--- src/rtl/click_rr_arbiter.sv ---
// click_rr_arbiter
//   Round-robin arbiter that shares one 2-phase (transition-signalling) click
//   pipeline among N_CH producers. One token is in flight at a time. A
//   producer is acknowledged only after the pipeline head has acknowledged the
//   forwarded token.
//
//   Optional build macro: CLICK_ARB_SYNC_EN
//     defined   : in_req and out_ack pass through 2-flop synchronizers, so the
//                 click-domain neighbours may be truly asynchronous. This adds
//                 2 cycles to each handshake latency.
//     undefined : in_req and out_ack must be synchronous to clk.
//   in_data/out_data are never synchronized. The 2-phase bundling keeps them
//   stable while a token is pending.
module click_rr_arbiter #(
   parameter int N_CH = 4,
   parameter int DW   = 8,
   parameter int CW   = 16
) (
   input  logic                    clk,
   input  logic                    rst_n,
   input  logic [N_CH-1:0]         in_req,
   output logic [N_CH-1:0]         in_ack,
   input  logic [N_CH*DW-1:0]      in_data,
   output logic                    out_req,
   input  logic                    out_ack,
   output logic [DW-1:0]           out_data,
   output logic [$clog2(N_CH)-1:0] grant_id,
   output logic                    busy,
   output logic [CW-1:0]           xfer_cnt
);

   localparam int IW = $clog2(N_CH);
   // Wide enough to hold last+1+k (at most 2*N_CH-1) without overflow.
   localparam int SW = IW + 2;
   localparam logic [SW-1:0] L_NCH = SW'(N_CH);

   typedef enum logic [1:0] {S_IDLE, S_SEND, S_DONE} state_t;

   state_t          r_state;
   logic [N_CH-1:0] r_in_ack;
   logic            r_out_req;
   logic [DW-1:0]   r_out_data;
   logic [IW-1:0]   r_grant;
   logic [IW-1:0]   r_last;
   logic            r_busy;
   logic [CW-1:0]   r_xfer_cnt;

   logic [N_CH-1:0] w_req;
   logic            w_out_ack;
   logic [N_CH-1:0] w_pend;
   logic [SW-1:0]   w_sum      [N_CH];
   logic [IW-1:0]   w_cand     [N_CH];
   logic [N_CH-1:0] w_rot_pend;
   logic [DW-1:0]   w_ch_data  [N_CH];
   logic [IW-1:0]   w_win;
   logic            w_any;

`ifdef CLICK_ARB_SYNC_EN
   logic [N_CH-1:0] r_req_s1;
   logic [N_CH-1:0] r_req_s2;
   logic            r_ack_s1;
   logic            r_ack_s2;

   // Two-flop synchronizers that bring the asynchronous handshake inputs into clk.
   always_ff @(posedge clk or negedge rst_n) begin
      if (!rst_n) begin
         r_req_s1 <= '0;
         r_req_s2 <= '0;
         r_ack_s1 <= 1'b0;
         r_ack_s2 <= 1'b0;
      end else begin
         r_req_s1 <= in_req;
         r_req_s2 <= r_req_s1;
         r_ack_s1 <= out_ack;
         r_ack_s2 <= r_ack_s1;
      end
   end

   assign w_req     = r_req_s2;
   assign w_out_ack = r_ack_s2;
`else
   assign w_req     = in_req;
   assign w_out_ack = out_ack;
`endif

   // Per-channel pending flags, data slices and the rotated scan order.
   // Slot gi of the rotated view is channel (last + 1 + gi) mod N_CH.
   for (genvar gi = 0; gi < N_CH; gi++) begin : g_chan
      assign w_pend[gi]     = w_req[gi] ^ r_in_ack[gi];
      assign w_ch_data[gi]  = in_data[gi*DW +: DW];
      assign w_sum[gi]      = {2'b00, r_last} + SW'(gi + 1);
      assign w_cand[gi]     = (w_sum[gi] >= L_NCH) ? IW'(w_sum[gi] - L_NCH)
                                                   : IW'(w_sum[gi]);
      assign w_rot_pend[gi] = w_pend[w_cand[gi]];
   end

   // Select the first pending channel after the previous winner.
   always_comb begin
      w_win = '0;
      w_any = 1'b0;
      for (int k = N_CH - 1; k >= 0; k--) begin
         if (w_rot_pend[k]) begin
            w_win = w_cand[k];
            w_any = 1'b1;
         end
      end
   end

   // Handshake FSM: grant and forward, wait for the pipeline ack, then one bubble cycle.
   always_ff @(posedge clk or negedge rst_n) begin
      if (!rst_n) begin
         r_state    <= S_IDLE;
         r_in_ack   <= '0;
         r_out_req  <= 1'b0;
         r_out_data <= '0;
         r_grant    <= '0;
         r_last     <= IW'(N_CH - 1);
         r_busy     <= 1'b0;
         r_xfer_cnt <= '0;
      end else begin
         case (r_state)
            S_IDLE: begin
               if (w_any) begin
                  r_grant    <= w_win;
                  r_out_data <= w_ch_data[w_win];
                  r_out_req  <= ~r_out_req;
                  r_busy     <= 1'b1;
                  r_state    <= S_SEND;
               end
            end
            S_SEND: begin
               // An out_ack toggle outside SEND is never looked at. Only
               // equality while waiting here completes the token.
               if (w_out_ack == r_out_req) begin
                  r_in_ack[r_grant] <= ~r_in_ack[r_grant];
                  r_last            <= r_grant;
                  r_xfer_cnt        <= r_xfer_cnt + CW'(1);
                  r_state           <= S_DONE;
               end
            end
            S_DONE: begin
               // Bubble cycle: the new in_ack is visible before the next arbitration.
               r_busy  <= 1'b0;
               r_state <= S_IDLE;
            end
            default: begin
               r_state <= S_IDLE;
            end
         endcase
      end
   end

   assign in_ack   = r_in_ack;
   assign out_req  = r_out_req;
   assign out_data = r_out_data;
   assign grant_id = r_grant;
   assign busy     = r_busy;
   assign xfer_cnt = r_xfer_cnt;

endmodule

--- config.mk ---
export PLATFORM = sky130hd
export DESIGN_NAME = click_rr_arbiter
export DESIGN_NICKNAME = d
export VERILOG_FILES = /design/src/rtl/click_rr_arbiter.sv
export SDC_FILE = /design/constraint.sdc
export NUM_CORES = 1
export LEC_CHECK = 0
export CORE_UTILIZATION = 45
export CTS_CLUSTER_DIAMETER = 150
export DETAILED_ROUTE_END_ITERATION = 16
export DONT_BUFFER_PORTS = 1
export GPL_ROUTABILITY_DRIVEN = 0
export GPL_TIMING_DRIVEN = 0
export PLACE_DENSITY = 0.73
export SYNTH_ARGS = -nofsm -noshare
export SYNTH_HDL_FRONTEND = slang
export SYNTH_SLANG_ARGS = --single-unit
--- constraint.sdc ---
create_clock -name clk -period 1.51 [get_ports clk]
set_input_delay 0.2265 -clock clk [delete_from_list [all_inputs] [get_ports clk]]
set_output_delay 0.2265 -clock clk [all_outputs]
set_load 0.01 [all_outputs]
### After elaboration in Yosys (flattened, before gate mapping)

Index checks and enable logic that the tools add are counted.
W data, S select, Z words.

* add/subtract/negate cells: 9
* order comparisons: 11
* equality and inequality tests: 5
* muxes and demuxes: 33
* bitwise logic cells: 7
* reductions and logical operators: 7

Operators by type and width (count)
* $mux W2: 10
* $add A16 B1 Y16 const B: 1
* $bmux W8 S2: 1
* $mux W8: 2
* $lt A2 B3 Y1 const B: 5
* $ge A3 B3 Y1 const B: 4
* $mux W1: 11
* $bmux W1 S2: 5
* $reduce_and A2 Y1: 4
* $sub A2 B1 Y2 const B: 4
* $add A2 B2 Y3 const B: 2
* $add A2 B3 Y4 const B: 1
* $bwmux W4: 1
* $ge A4 B3 Y1 const B: 1
* $ne A2 B2 Y1 const B: 2
* $pmux W2 S2: 1
* $xor A1 B1 Y1: 4
* $add A2 B1 Y3 const B: 1
* $not A2 Y3: 1
* $demux W1 S2: 1
* $eq A2 B1 Y1 const B: 1
* $eq A2 B2 Y1 const B: 1
* $ge A2 B1 Y1 const B: 1
* $logic_not A2 Y1: 1
* 5 further kinds: 6

* register bits: 36
* input bits: 39
* output and inout port bits: 32
* word-level logic and storage cells: 80

### Logic depth before layout (Yosys ltp)

Gate-level depths: netlist of run 1.

* word-level depth: 13
* depth in mapped cells: 7
* mapped depth without buffers: 5

### Least setup slack after synthesis of run 1

Ideal clock, no wire load.

* path type: flip-flop to flip-flop
* start point: register r_in_ack[1], in the netlist in_ack[1]
* end point: register r_out_data[0], in the netlist out_data[0]
* setup time: 0.138 ns
* arrival time: 1.582 ns
* data required time: 1.372 ns
* setup slack: -0.210 ns
* cell stages (with the launch flop): 7
* path buffers: 1
* clock period less this slack: 1.720 ns
* cell sequence: dfrtp_1 -> xor2_1 -> o41ai_2 -> or2_4 -> nand2b_1 -> buf_2 -> o221ai_1

* word-level cells in the longest chain between the ends: 11
* elaborated cells between the ends (all ways): 22
* classes of those cells: mux (19); bitwise (2); reduce/logical (1)

Ends and longest elaborated chain
* from (decl): RTL line 40 `logic [N_CH-1:0] r_in_ack;`
* from (signal, indexed assignment): RTL line 135 `r_in_ack[r_grant] <= ~r_in_ack[r_grant];`
* $xor A1 B1 Y1 (*): RTL line 89 `assign w_pend[gi] = w_req[gi] ^ r_in_ack[gi];`
* $bmux W1 S2: RTL line 94 `assign w_rot_pend[gi] = w_pend[w_cand[gi]];`
* $mux W1 (implied by the code): RTL line 94
* $mux W2 (4 in series): RTL line 102 `if (w_rot_pend[k]) begin`
* $not A2 Y3 (implied by the code): RTL line 125 `r_out_data <= w_ch_data[w_win];`
* $bmux W8 S2: RTL line 125
* $mux W8 (implied by the code) (2 in series): RTL line 125
* to (signal assigned): RTL line 125
* to (decl): RTL line 42 `logic [DW-1:0] r_out_data;`

Every way passes the cells marked *; elsewhere a longest branch is shown, timed or not. The select of a mux whose other input is x is not followed.
A chain may end at the register's enable or synchronous reset.

### Final worst setup path of run 1

* start point: register r_in_ack[2], in the netlist in_ack[2]
* end point: register r_out_data[3], in the netlist out_data[3]

The elaborated chain is that of the path after synthesis.

==> metrics.cfg, run 1 <==
[outcome]
status=complete, but fails checks
violations=negative setup slack

[cts]
cts_tree=built
clock_latency_ns=0.28
cts_root_buf=clkbuf_8
clock_tree.buffer_depth=2
numCtsBuffers=5
cts.reportedPaths.clkPinSlew_ns=0.07
h-tree-depth=2
clock-sinks=36

[placed_design]
placed_cell_area_sq_um=1901
io_buffers=0
dp_cells=206
place_hpwl_mm=2.746
place_ws_ns=-0.3412

[logic_synthesis]
synth_flop_cell=dfrtp_1
synthTopCellsByCount=dfrtp_1 (34), mux2i_1 (16), nand2_1 (16), xnor2_1 (16)
synth_fa_ha_area_share_pct=0.6911
ys_ff_latch=36
ys_seq_area_share_pct=49.90
avgSynthCellArea_sq_um=11.46
synthTopCellsByArea=dfrtp_1 (47%), mux2i_1 (8.8%), xnor2_1 (7.7%), o221ai_1 (4.4%), xor2_1 (4.4%)
syn_inst=158
synth_edf_count=0
yosysTopAreaCell=dfrtp_1
yosys_warnings=0
synth_compound_area_share_pct=8.777
ys_types=34
synth_simple_gate_area_share_pct=13.55
synth.most_common_cell=dfrtp_1
synth_top_area_share_pct=46.99
syn-cell-area_sq_um=1810
synthMuxAreaShare_pct=9.468
synthXorXnorAreaFrac_pct=13.89
synth_top_family_by_area=XOR/XNOR gates
async_flop_share_pct=100.0
synth_nets=198

[final_layout]
final_util_pct=61.75
area_growth_pct=28.61
diodes=0
instances_no_fill=223
nNetsFinal=214
fin_area_sq_um=2328
drive_gt1_share_pct=41.71

[power]
cellLeakagePower_uw=0.0009680
powerDensity_nw_per_um2=2334
vdd_drop_max_v=0.0009826

[global_route]
grt.overflow.total=0
grt_usage_pct=20.02
antenna_found_initial=0
grt_max_degree=37
grt_pass1_vias=1324
grt_pass1_wl_mm=6.334

[floorplanning]
die_height_um=65.43
dieArea_sq_um=4281
io_pins=71
core.rowCount=22
coreArea_sq_um=3771
start_util_pct=48.01
die_w_um=65.43

[setup_path]
r2r_setup_slack_ns=-0.23
path_class=reg -> reg
cp.required_ns=1.68
startpoint_type=register
arrival_ns=1.90
cp-end-kind=register
cp_max_fo=5

[detailed_routing]
first_pass_iters=4
viasPerCell=5.803
wl_per_cell_um=18.57
route.vias.total=1294
dr.first_iter.drc_count=32
ant_nets=0
drcViolationCount=0
drt-total-wl_mm=4.140

[timing]
max_freq_mhz=576.1
final.setup.worst_slack_ns=-0.2258
drv_slew=0
rsz0062_at_grt=true
setup_violations=14
slew_headroom_pct=79.56
finalCritPeriodShare_pct=115.0
period_minus_slack_ns=1.736
clock_skew_ns=0.002035
holdWs_ns=0.1563
hold_violations=0
worst_pin_slew_ns=0.3033

[flow_run]
cap_violations=0

[worst_hold_path]
hold_class=in -> reg

## stage by stage
stage | total power, uW | TNS, ns
floorplan | 3498 | -1.463
global route | 5769 | -3.605
global placement | 3802 | -3.832
finish | 5434 | -2.271
CTS | 5161 | -2.798
detailed placement | 3918 | -4.502
## per-layer routing
| metal | vias to the layer above | part of all wire [%] | global-route usage, % |
|---|---|---|---|
| met5 | - | 0 | 0 |
| met4 | 0 | 1.5 | 7.609 |
| met3 | 8 | 5.5 | 5.556 |
| met2 | 50 | 53 | 34.66 |
| met1 | 652 | 41 | 23.35 |
| li1 | 584 | - | - |
## final timing paths
check	startpoint	end	depth (start not counted)
max	in_ack[2]	out_data[3]	6
max reg2reg	in_ack[2]	out_data[3]	6
min in group asynchronous	rst_n	xfer_cnt[5]	2
max in group asynchronous	rst_n	r_last[1]	2
min	in_data[28]	out_data[4]	2
min reg2reg	r_state[1]	r_state[0]	1
## layout make-up
| cell class | count | area, sq um |
|---|---|---|
| inverters | 5 | 18.77 |
| fillers | 306 | 1443 |
| flip-flops and latches | 36 | 914.6 |
| clock buffers | 8 | 90.09 |
| well taps | 48 | 60.06 |
| multi-input cells | 111 | 1102 |
| plain buffers | 3 | 33.78 |
| repair buffers | 12 | 108.9 |
## worst max-delay path, cell delays in order, from the launching register on
cell and delay (ns):
dfrtp_2 0.47, xor2_4 0.19, o41ai_2 0.40, or2_4 0.20, or2_4 0.13, buf_6 0.13
o221ai_2 0.10
## sequential cells by signal (all words and copies together), names as in the netlist
name / count
busy: 1
grant_id: 2
in_ack: 4
out_data: 8
out_req: 1
r_last: 2
r_state: 2
xfer_cnt: 16
## repair_timing
action                                 4_1_cts  5_1_grt
cloned                                       1        0
setup endpoints to repair                   23       25
hold buffers                                 2        0
endpoints found under the hold margin       36        0
pin swaps                                    7       16
buffers inserted                             5        5
resized for setup                           30       23
## power by group
group	leakage, uW	total (uW)	internal, uW	switching, uW
registers	0.000436	1960	1370	590
clock network	0.0000455	714	372	342
logic	0.000486	2760	1470	1300
total	0.000968	5430	3200	2230
## cell usage in the layout (no fill, tap or decap), types with 2 or more instances in the layout
| cell | synthesis | layout |
|---|---|---|
| nand3_2 | 0 | 4 |
| nand2b_1 | 3 | 2 |
| xor2_1 | 9 | 7 |
| and3_1 | 2 | 2 |
| nand2_1 | 16 | 16 |
| mux2i_4 | 0 | 2 |
| inv_1 | 5 | 5 |
| nor2_1 | 3 | 3 |
| dfstp_2 | 2 | 2 |
| and4_4 | 0 | 2 |
| o21ai_0 | 3 | 3 |
| nand3_1 | 9 | 5 |
| xnor2_4 | 0 | 2 |
| or2_4 | 1 | 2 |
| xnor2_1 | 16 | 13 |
| clkbuf_1 | 0 | 2 |
| dfrtp_2 | 0 | 9 |
| xor2_4 | 0 | 3 |
| clkbuf_8 | 0 | 6 |
| buf_6 | 3 | 2 |
| o221ai_2 | 1 | 10 |
| dfrtp_1 | 34 | 25 |
| mux2i_1 | 16 | 9 |
| mux2i_2 | 0 | 5 |
| buf_4 | 0 | 9 |
## cells by family (layout without fill, tap and decap cells)
family,Yosys count,count (layout)
and+or+nand+nor,47,47
xor gates and xnor gates,27,27
DFF,36,36
muxes,17,17
AOI/OAI and AO/OA,19,19
adders and majority gates,1,1
buffers and inverters,11,28
Power figures use the tool's default switching activity.
==> run 2: changes to the inputs <==
- SKIP_CTS_REPAIR_TIMING: not set -> 1
==> metrics.cfg, run 2 (synthesis gave the netlist of run 1 again) <==
[setup_path]
cp-end-kind=register
crit_buf_inv=2  ; +1
arrival_ns=1.94  ; +0.04 ns
cp.required_ns=1.67  ; about the same
slowest_delay_ns=0.49  ; +0.02 ns
startpoint_type=register
cpMostUsedCell=o221ai_2
cp_max_fo=7  ; +2
path_class=reg -> reg
cpMaxStageDelayCell=dfrtp_2
crit_chain=xnor2_2 > o221ai_2 > o221ai_2 > buf_6 > buf_6 > mux2i_1 > o221ai_2
crit_family=flip-flops

[timing]
period_minus_slack_ns=1.773  ; +0.03669 ns
drv_slew=0  ; unchanged
rsz0062_at_grt=true
finalCritPeriodShare_pct=117.4  ; +2.4 points
slew_headroom_pct=80.32  ; +0.76 points
clock_skew_ns=0.004569  ; +0.002534 ns
worst_pin_slew_ns=0.2952  ; -0.008072 ns
final.setup.worst_slack_ns=-0.2625  ; -0.03669 ns
setup_violations=13  ; -1
max_freq_mhz=564.2  ; -2.1%
hold_violations=0  ; unchanged

[power]
switching_power_uw=2222  ; -0.36%
cellLeakagePower_uw=0.0009612  ; -0.70%
power.total_uw=5417  ; -0.32%
powerDensity_nw_per_um2=2366  ; +1.4%
clkPwrFrac_pct=13.2  ; about the same
power_switching_share_pct=41.03  ; about the same
power.share.sequential_pct=36.3  ; +0.3 points
internal_power_uw=3195  ; -0.29%
pwr-share-comb_pct=50.5  ; -0.4 points
vdd_drop_max_v=0.0009316  ; -5.2%

[cts]
numCtsBuffers=5  ; unchanged
clock_latency_ns=0.29  ; about the same
cts_tree=built
cts_root_buf=clkbuf_8
cts.reportedPaths.clkPinSlew_ns=0.07  ; about the same
h-tree-depth=2  ; unchanged
clock-sinks=36  ; unchanged
clock_tree.buffer_depth=2  ; unchanged

[final_layout]
final_cell_mix=dfrtp_1 (24), nand2_1 (16), xnor2_1 (13), mux2i_1 (12), dfrtp_2 (10)
area_growth_pct=26.47
largest_reg_flops=16  ; unchanged
drive_gt1_share_pct=35.67  ; -6.0 points
instances_no_fill=219  ; -1.8%
layout_commonest_cell=dfrtp_1
nFillCells=308  ; +0.65%
nNetsFinal=210  ; -1.9%
diodes=0  ; unchanged

[detailed_routing]
route.vias.total=1275  ; -1.5%
dr.first_iter.drc_count=40  ; +25%
viasPerCell=5.822  ; +0.33%
drt-total-wl_mm=4.254  ; +2.8%
first_pass_iters=4  ; unchanged
wl_per_cell_um=19.42  ; +4.6%
drcViolationCount=0  ; unchanged
ant_nets=0  ; unchanged

[placed_design]
dp_cells=206  ; unchanged
io_buffers=0  ; unchanged
place_hpwl_mm=2.746  ; unchanged

[floorplanning]
io_pins=71  ; unchanged
coreArea_sq_um=3771  ; unchanged
die_height_um=65.43  ; unchanged
core.rowCount=22  ; unchanged
start_util_pct=48.01  ; unchanged
dieArea_sq_um=4281  ; unchanged
die_w_um=65.43  ; unchanged

[global_route]
grt_max_degree=37  ; unchanged
grt_usage_pct=18.86  ; -1.2 points
antenna_found_initial=0  ; unchanged
grt.overflow.total=0  ; unchanged
grt_pass1_wl_mm=6.030  ; -4.8%
grt_pass1_vias=1315  ; -0.68%

[outcome]
violations=negative setup slack
status=complete, but fails checks

[worst_hold_path]
hold_class=in -> reg

[flow_run]
cap_violations=0  ; unchanged

==> run 2: path summary, 6_finish.rpt <==
path | slack (ns) | to | cells past startpoint | from
worst max-delay path | -0.26 | out_data[5] | 7 | in_ack[3]
worst min-delay path | 0.15 | out_data[2] | 2 | in_data[10]
worst max register to register | -0.26 | out_data[5] | 7 | in_ack[3]
worst min register to register | 0.49 | r_state[0] | 1 | r_state[1]
max in group asynchronous | 0.88 | r_last[0] | 2 | rst_n
min in group asynchronous | 0.39 | busy | 2 | rst_n
==> run 2: metrics by stage <==
stage	util (%)	setup slack, ns	TNS, ns	area [sq um]	hold WS [ns]
floorplan	-	-0.1594	-1.463	1841	-0.06909
global route	60.72	-0.3236	-3.524	2290	0.1606
finish	60.72	-0.2625	-2.402	2290	0.1524
global placement	50.40	-0.2884	-3.832	1901	-0.06834
CTS	52.79	-0.3809	-4.821	1991	-0.3777
detailed placement	50.40	-0.3412	-4.502	1901	-0.06858
==> run 2: final cells by class <==
class / instances / area, sq um / share of cell area [%]
Sequential cell: 36 / 915.9 / 40.00
Buffer: 5 / 61.31 / 2.678
Inverter: 5 / 18.77 / 0.8197
Timing Repair Buffer: 6 / 67.56 / 2.951
Tap cell: 48 / 60.06 / 2.623
Multi-Input combinational cell: 111 / 1076 / 46.99
Clock buffer: 8 / 90.09 / 3.934
==> run 2: power by group through the flow <==
stage	clock [uW]	sequential [uW]	combinational, uW
after floorplan	0	1800	1700
after global placement	0	1880	1920
after detailed placement	0	1900	2020
after CTS	716	1880	2030
after global routing	760	2010	2970
final	713	1970	2740
==> run 2: layer usage <==
| layer | track usage [%] | up-vias | wire (um) |
|---|---|---|---|
| met4 | 7.880 | 0 | 67 |
| met5 | 0 | - | 0 |
| met3 | 5.208 | 8 | 267 |
| met2 | 32.47 | 51 | 2335 |
| li1 | - | 575 | - |
| met1 | 21.88 | 641 | 1583 |
